### config.mk
export PLATFORM = sky130hd
export DESIGN_NAME = serial_subtractor_4bit
export DESIGN_NICKNAME = d
export VERILOG_FILES = /design/src/rtl/serial_subtractor_4bit_pkg.sv /design/src/rtl/serial_subtractor_4bit_full_subtractor.sv /design/src/rtl/serial_subtractor_4bit.sv
export SDC_FILE = /design/constraint.sdc
export NUM_CORES = 1
export LEC_CHECK = 0
export ABC_CLOCK_PERIOD_IN_PS = 1300
export BUFFER_PORTS_ARGS = -buffer_cell sky130_fd_sc_hd__buf_2
export CAP_MARGIN = 20
export CORE_UTILIZATION = 47
export CTS_CLUSTER_DIAMETER = 120
export DETAILED_ROUTE_END_ITERATION = 10
export PLACE_DENSITY = 0.74
export SYNTH_ARGS = -nofsm -noshare
export SYNTH_HDL_FRONTEND = slang
export SYNTH_SLANG_ARGS = --single-unit
### constraint.sdc
create_clock -name clk -period 1.3 [get_ports clk]
set_input_delay 0.065 -clock clk [delete_from_list [all_inputs] [get_ports clk]]
set_output_delay 0.065 -clock clk [all_outputs]
set_load 0.03 [all_outputs]
### src/rtl/serial_subtractor_4bit_pkg.sv
`default_nettype none
// ----------------------------------------------------------------------------
// serial_subtractor_4bit_pkg : shared width default and FSM state encoding
// Rev 1.0
// ----------------------------------------------------------------------------
package serial_subtractor_4bit_pkg;

   localparam int WIDTH_DEFAULT = 4;

   typedef enum logic [1:0] {
      IDLE  = 2'd0,
      SHIFT = 2'd1,
      DONE  = 2'd2
   } state_e;

endpackage : serial_subtractor_4bit_pkg
`default_nettype wire

### src/rtl/serial_subtractor_4bit_full_subtractor.sv
`default_nettype none
// ----------------------------------------------------------------------------
// full_subtractor : one-bit a - b - bin with borrow-out
// Rev 1.0
// ----------------------------------------------------------------------------
module full_subtractor (
   input  logic a,
   input  logic b,
   input  logic bin,
   output logic d,
   output logic bout
);

   assign d    = a ^ b ^ bin;
   assign bout = (~a & b) | (~(a ^ b) & bin);

endmodule : full_subtractor
`default_nettype wire

### src/rtl/serial_subtractor_4bit.sv
`default_nettype none
// ----------------------------------------------------------------------------
// serial_subtractor_4bit : bit-serial Diff = A - B - Bin, one bit per cycle
// Rev 1.0
// ----------------------------------------------------------------------------
module serial_subtractor_4bit
   import serial_subtractor_4bit_pkg::*;
#(
   parameter int WIDTH = WIDTH_DEFAULT
) (
   input  logic             clk,
   input  logic             rst,
   input  logic             start,
   input  logic [WIDTH-1:0] A,
   input  logic [WIDTH-1:0] B,
   input  logic             Bin,
   output logic             busy,
   output logic             done,
   output logic [WIDTH-1:0] Diff,
   output logic             Bout
);

   localparam int CW = $clog2(WIDTH) + 1;
   localparam logic [CW-1:0] C_LAST_BIT = CW'(WIDTH - 1);

   state_e           state_q,   state_d;
   logic [WIDTH-1:0] a_sr_q,    a_sr_d;
   logic [WIDTH-1:0] b_sr_q,    b_sr_d;
   logic [WIDTH-1:0] diff_sr_q, diff_sr_d;
   logic             borrow_q,  borrow_d;
   logic [CW-1:0]    cnt_q,     cnt_d;
   logic [WIDTH-1:0] diff_q,    diff_d;
   logic             bout_q,    bout_d;

   logic             w_diff_bit;
   logic             w_borrow_out;

   full_subtractor u_full_subtractor (
      .a    (a_sr_q[0]),
      .b    (b_sr_q[0]),
      .bin  (borrow_q),
      .d    (w_diff_bit),
      .bout (w_borrow_out)
   );

   always_ff @(posedge clk) begin
      if (rst) begin
         state_q   <= IDLE;
         a_sr_q    <= '0;
         b_sr_q    <= '0;
         diff_sr_q <= '0;
         borrow_q  <= 1'b0;
         cnt_q     <= '0;
         diff_q    <= '0;
         bout_q    <= 1'b0;
      end else begin
         state_q   <= state_d;
         a_sr_q    <= a_sr_d;
         b_sr_q    <= b_sr_d;
         diff_sr_q <= diff_sr_d;
         borrow_q  <= borrow_d;
         cnt_q     <= cnt_d;
         diff_q    <= diff_d;
         bout_q    <= bout_d;
      end
   end

   always_comb begin
      state_d   = state_q;
      a_sr_d    = a_sr_q;
      b_sr_d    = b_sr_q;
      diff_sr_d = diff_sr_q;
      borrow_d  = borrow_q;
      cnt_d     = cnt_q;
      diff_d    = diff_q;
      bout_d    = bout_q;

      case (state_q)
         IDLE, DONE: begin
            if (start) begin
               a_sr_d   = A;
               b_sr_d   = B;
               borrow_d = Bin;
               cnt_d    = '0;
               state_d  = SHIFT;
            end else begin
               state_d  = IDLE;
            end
         end
         SHIFT: begin
            // Result bits enter at the MSB so that after WIDTH shifts bit 0 sits at the LSB.
            a_sr_d    = a_sr_q >> 1;
            b_sr_d    = b_sr_q >> 1;
            diff_sr_d = {w_diff_bit, diff_sr_q[WIDTH-1:1]};
            borrow_d  = w_borrow_out;
            cnt_d     = cnt_q + 1'b1;
            if (cnt_q == C_LAST_BIT) begin
               diff_d  = {w_diff_bit, diff_sr_q[WIDTH-1:1]};
               bout_d  = w_borrow_out;
               state_d = DONE;
            end
         end
         default: begin
            state_d = IDLE;
         end
      endcase
   end

   assign busy = (state_q == SHIFT);
   assign done = (state_q == DONE);
   assign Diff = diff_q;
   assign Bout = bout_q;

endmodule : serial_subtractor_4bit
`default_nettype wire

After elaboration in Yosys (flattened, before gate mapping):

Index checks and enable logic that the tools add are counted.

* register bits after elaboration: 23
* output and inout port bits: 7
* logic and storage cells: 37
* input bits: 12

* add/sub/neg operators: 1
* equality and inequality tests: 5
* multiplexer cells: 11
* bitwise logic cells: 7
* reductions and logical operators: 5

Operators with widths (count)
* case mux 4 bit (2 select lines): 2
* 2-to-1 mux 4 bit: 2
* case mux 3 bit (2 select lines): 1
* case mux 2 bit (2 select lines): 1
* AND reduction 2 bit: 2
* adder 3 x 1 -> 3 bit, second input constant: 1
* == test 3 x 2 -> 1 bit, second input constant: 1
* 2-to-1 mux 3 bit: 1
* AND 1 bit: 2
* == test 2 x 1 -> 1 bit, second input constant: 1
* == test 2 bit, second input constant: 1
* logical NOT 2 bit: 1
* 2-to-1 mux 1 bit: 2
* 2-to-1 mux 2 bit: 1
* inequality test 2 x 1 -> 1 bit, second input constant: 1
* inequality test 2 bit, second input constant: 1
* NOT 1 bit: 2
* case mux 1 bit (2 select lines): 1
* nonzero test 2 bit: 1
* OR reduction 2 bit: 1
* XOR 1 bit: 2
* OR 1 bit: 1

Depth between registers and ports, before layout:

* word-level depth: 5
* gate-level depth with buffers: 6
* depth with buffers taken out: 5

Cells and area by module:

A second synthesis with hierarchy kept.

* cells, all modules: 113
* area, all modules: 969.7 um^2

Modules (own cells, without submodules)
* serial_subtractor_4bit: cells an instance 109, area each 938.4 um^2, instances 1, sequential area each 440.4 um^2
* full_subtractor: cells an instance 4, area each 31.3 um^2, instances 1, sequential area each 0.0 um^2

Worst setup path before layout:

OpenSTA, ideal clock, no wires.

* path kind: reg2reg
* start point: register cnt_q[0]
* end point: register diff_q[3], in the netlist Diff[3]
* path buffers: 1
* period minus slack after synthesis: 1.209 ns
* setup slack: 0.091 ns
* stages on the path, launching flop included: 7
* data arrival time: 1.137 ns
* cell sequence: dfxtp_1 > ha_1 > ha_1 > buf_2 > nand3b_1 > nand2_1 > a21oi_1

* longest elaborated chain between the ends: 2

Ends and longest elaborated chain
* start, declared: RTL line serial_subtractor_4bit.sv:31 `logic [CW-1:0] cnt_q, cnt_d;`
* start signal, assigned: RTL line serial_subtractor_4bit.sv:62 `cnt_q <= cnt_d;`
* == test 3 x 2 -> 1 bit: RTL line serial_subtractor_4bit.sv:97 `if (cnt_q == C_LAST_BIT) begin`
* AND reduction 2 bit (no source line)
* end signal, assigned: RTL line serial_subtractor_4bit.sv:63 `diff_q <= diff_d;`
* end, declared: RTL line serial_subtractor_4bit.sv:32 `logic [WIDTH-1:0] diff_q, diff_d;`

No other way between the ends.
A chain may end at the register's enable or synchronous reset.

Worst setup path in the final report:

* start point: register b_sr_q[0]
* end point: register diff_q[3], in the netlist Diff[3]

* longest elaborated chain between the ends: 2

Ends and longest elaborated chain
* start, declared: RTL line serial_subtractor_4bit.sv:28 `logic [WIDTH-1:0] b_sr_q, b_sr_d;`
* start signal, assigned: RTL line serial_subtractor_4bit.sv:59 `b_sr_q <= b_sr_d;`
* XOR 1 bit (2 in a row): RTL line serial_subtractor_4bit_full_subtractor.sv:14 `assign d = a ^ b ^ bin;`
* named net u_full_subtractor.d: RTL line serial_subtractor_4bit_full_subtractor.sv:10 `output logic d,`

The timed path passes the listed nets, and every way through them passes these cells.

==> results.json <==
{
  "run_status": "finished clean",
  "grt_max_degree": 23,
  "gr-total-overflow": 0,
  "n_antenna_cell": 0,
  "p_comb_frac": 0.158,
  "post_layout_inst_area_mm2": 0.001152,
  "worstSkewPairLatency_ns": 0.30,
  "chipHeight_um": 47.60,
  "seq_area_frac_synth": 0.4507,
  "sequentialPowerShare": 0.560,
  "setup_repair_after_global_routing_missed_its_margin": "false",
  "fp-row-count": 16,
  "proportion_of_power_drawn_by_the_clock_network": 0.281,
  "ant_nets": 0,
  "tcrit_tclk_final": 0.9669,
  "cts_tree": "yes",
  "maxSlewViolCount": 0,
  "first_iter_violations": 17,
  "total_power_mw": 1.305,
  "start_kind": "flip-flop",
  "cts.sinks": 22,
  "power.density_mw_per_mm2": 1133,
  "ys_warn_count": 0,
  "clk_transition_reported_paths_ns": 0.12,
  "gp_congestion": 0.7117,
  "achievable-frequency_ghz": 0.7956,
  "finalClockSkew_ns": 0.005674,
  "global_route.usage.total": 0.1741,
  "die_x_um": 47.60,
  "h-tree-depth": 1,
  "setup_violations": 0,
  "crit_start": "b_sr_q[0]$_SDFFE_PP0P_",
  "vias_per_cell": 5.106,
  "reg2reg_to": "Diff[3]$_SDFFE_PP0P_",
  "power.ir.vdd_worst_v": 0.0006479,
  "rr_startpoint": "b_sr_q[0]$_SDFFE_PP0P_",
  "final_critical_path_required_period_ns": 1.257,
  "drv_cap": 0,
  "first_pass_grt_wire_length_um": 2780,
  "cts_root_buffer": "sky130_fd_sc_hd__clkbuf_4",
  "path_class": "flip-flop to flip-flop",
  "clock_tree.buffer_depth": 2,
  "end_kind": "flip-flop",
  "post-route-drc-count": 0,
  "grt_antenna_before_repair": 0,
  "drt_pre_antenna_iters": 4,
  "critical_path_peak_fanout": 2,
  "syn_area_per_cell_um2": 8.803,
  "accumulated_negative_setup_slack_ns": 0,
  "io_buffers": 18,
  "min_path_type": "input port to flip-flop",
  "routedWlPerCell_um": 11.38,
  "fin_nets": 149,
  "vias": 817,
  "cp.required_ns": 1.53,
  "floorplan.initialDensity": 0.4981,
  "core_area_mm2": 0.001962,
  "worstRegToRegCells": 4,
  "synth_cell_type_count": 21,
  "synth-seq-cells": 22,
  "worst_pin_slew_ns": 0.4393,
  "via_count_of_the_first_global_routing_pass": 690,
  "slew_headroom": 0.7072,
  "cellInternalPower_mw": 0.9719,
  "routed_wl_um": 1820,
  "arrival_ns": 1.49,
  "finalHoldViolations": 0,
  "timing.critical_path.to": "Diff[3]$_SDFFE_PP0P_",
  "synth.cell_area_um2": 977.2,
  "power_switching_mw": 0.3335,
  "area_growth_pct": 17.93,
  "die-area_mm2": 0.002265,
  "cts_inserted_buffers": 3,
  "pin_count": 19,
  "static-leakage-power_nw": 0.4601,
  "swShare": 0.2555,
  "mappedNetlistNets": 126,
  "dp_hpwl_um": 1295,
  "synthCells": 111,
  "ff2ff_setup_slack_ns": 0.04,
  "layout-drive-gt1-share": 0.2857,
  "total_placed_instance_area_mm2": 0.001057
}
==> cells by family after synthesis <==
group | share of synthesized area
and+or+nand+nor | 0.2266
AOI/OAI and AO/OA | 0.1831
DFF | 0.4507
buffers and inverters | 0.09346
adders and majority gates | 0.04609
==> stage by stage <==
step / std cells / setup WS [ns] / util / hold slack [ns]
after floorplan: 111 / 0.09127 / - / 0.1329
after global placement: 151 / 0.05167 / 0.5389 / 0.3063
after detailed placement: 151 / 0.03600 / 0.5389 / 0.3185
after CTS: 157 / 0.01148 / 0.5676 / 0.01679
after global routing: 160 / 0.002311 / 0.5874 / 0.02270
final: 160 / 0.04304 / 0.5874 / 0.02205
==> synthesized netlist by cell type (all sizes together) <==
master,n,area share
nor2b,2,0.013
ha,2,0.026
nand3,10,0.051
o21a,1,0.0077
fa,1,0.020
buf,8,0.072
dfxtp,22,0.45
a2bb2oi,1,0.0090
nor2,8,0.031
nand2,25,0.096
nand2b,4,0.028
a21oi,14,0.072
nand3b,1,0.0077
a311oi,7,0.095
inv,4,0.018
clkbuf,1,0.0038
==> registers in the layout (all words and copies together), names as in the netlist <==
name and flops:
Diff 4, a_sr_q 4, b_sr_q 4, cnt_q 3
diff_sr_q 3, state_q 2, Bout 1, borrow_q 1
==> what timing repair did <==
| item | 4_1_cts | 5_1_grt |
|---|---|---|
| resized for setup | 0 | 4 |
| hold buffers | 2 | 0 |
| hold endpoints to repair | 2 | 0 |
| buffers inserted | 0 | 3 |
| endpoints found under the setup margin | 0 | 5 |
==> layout make-up <==
class	instances	area, um2
Clock buffer	4	36.28
Fill cell	198	809.5
Inverter	4	17.52
Multi-Input combinational cell	76	457.9
Sequential cell	22	441.7
Tap cell	27	33.78
Timing Repair Buffer	27	165.2
==> cells in the final DEF, fill, tap and decap left out, types with 2 or more instances in the layout <==
master and n:
sky130_fd_sc_hd__nand2_1 25, sky130_fd_sc_hd__dfxtp_1 21, sky130_fd_sc_hd__buf_2 17, sky130_fd_sc_hd__a21oi_1 14, sky130_fd_sc_hd__nand3_1 10, sky130_fd_sc_hd__nor2_1 8
sky130_fd_sc_hd__buf_4 7, sky130_fd_sc_hd__a311oi_2 5, sky130_fd_sc_hd__clkbuf_4 4, sky130_fd_sc_hd__nand2b_1 3, sky130_fd_sc_hd__inv_1 3, sky130_fd_sc_hd__nor2b_1 2
sky130_fd_sc_hd__a311oi_1 2, sky130_fd_sc_hd__dlygate4sd3_1 2
==> how the worst min path moves through the flow <==
stage / start / to / slack, ns / depth (start not counted)
global route: B[0] / b_sr_q[0]$_SDFFE_PP0P_ / 0.02 / 3
CTS: B[0] / b_sr_q[0]$_SDFFE_PP0P_ / 0.02 / 3
detailed placement: B[3] / b_sr_q[3]$_SDFFE_PP0P_ / 0.32 / 3
finish: B[0] / b_sr_q[0]$_SDFFE_PP0P_ / 0.02 / 3
floorplan: rst / Bout$_SDFFE_PP0P_ / 0.13 / 1
global placement: A[3] / a_sr_q[3]$_SDFFE_PP0P_ / 0.31 / 3
==> routing by layer <==
layer | share of wire | vias up | GRT usage
li1 | - | 419 | -
met1 | 0.48 | 380 | 0.2227
met2 | 0.48 | 16 | 0.2904
met3 | 0.032 | 2 | 0.03396
met4 | 0.0082 | 0 | 0.06667
met5 | 0 | - | 0
==> worst max-delay path, cell delays in order, from the launching register on <==
cell and delay [ns]:
sky130_fd_sc_hd__dfxtp_1 0.35, sky130_fd_sc_hd__inv_1 0.06, sky130_fd_sc_hd__fa_1 0.56, sky130_fd_sc_hd__nand3_1 0.10, sky130_fd_sc_hd__a21oi_1 0.12
==> power groups by stage <==
stage	Clock, mW	Combinational (mW)	Sequential, mW
floorplan	0	0.162	0.741
global placement	0	0.182	0.744
detailed placement	0	0.187	0.746
CTS	0.378	0.191	0.731
global route	0.409	0.227	0.736
finish	0.367	0.207	0.731
Power figures use the tool's default switching activity.
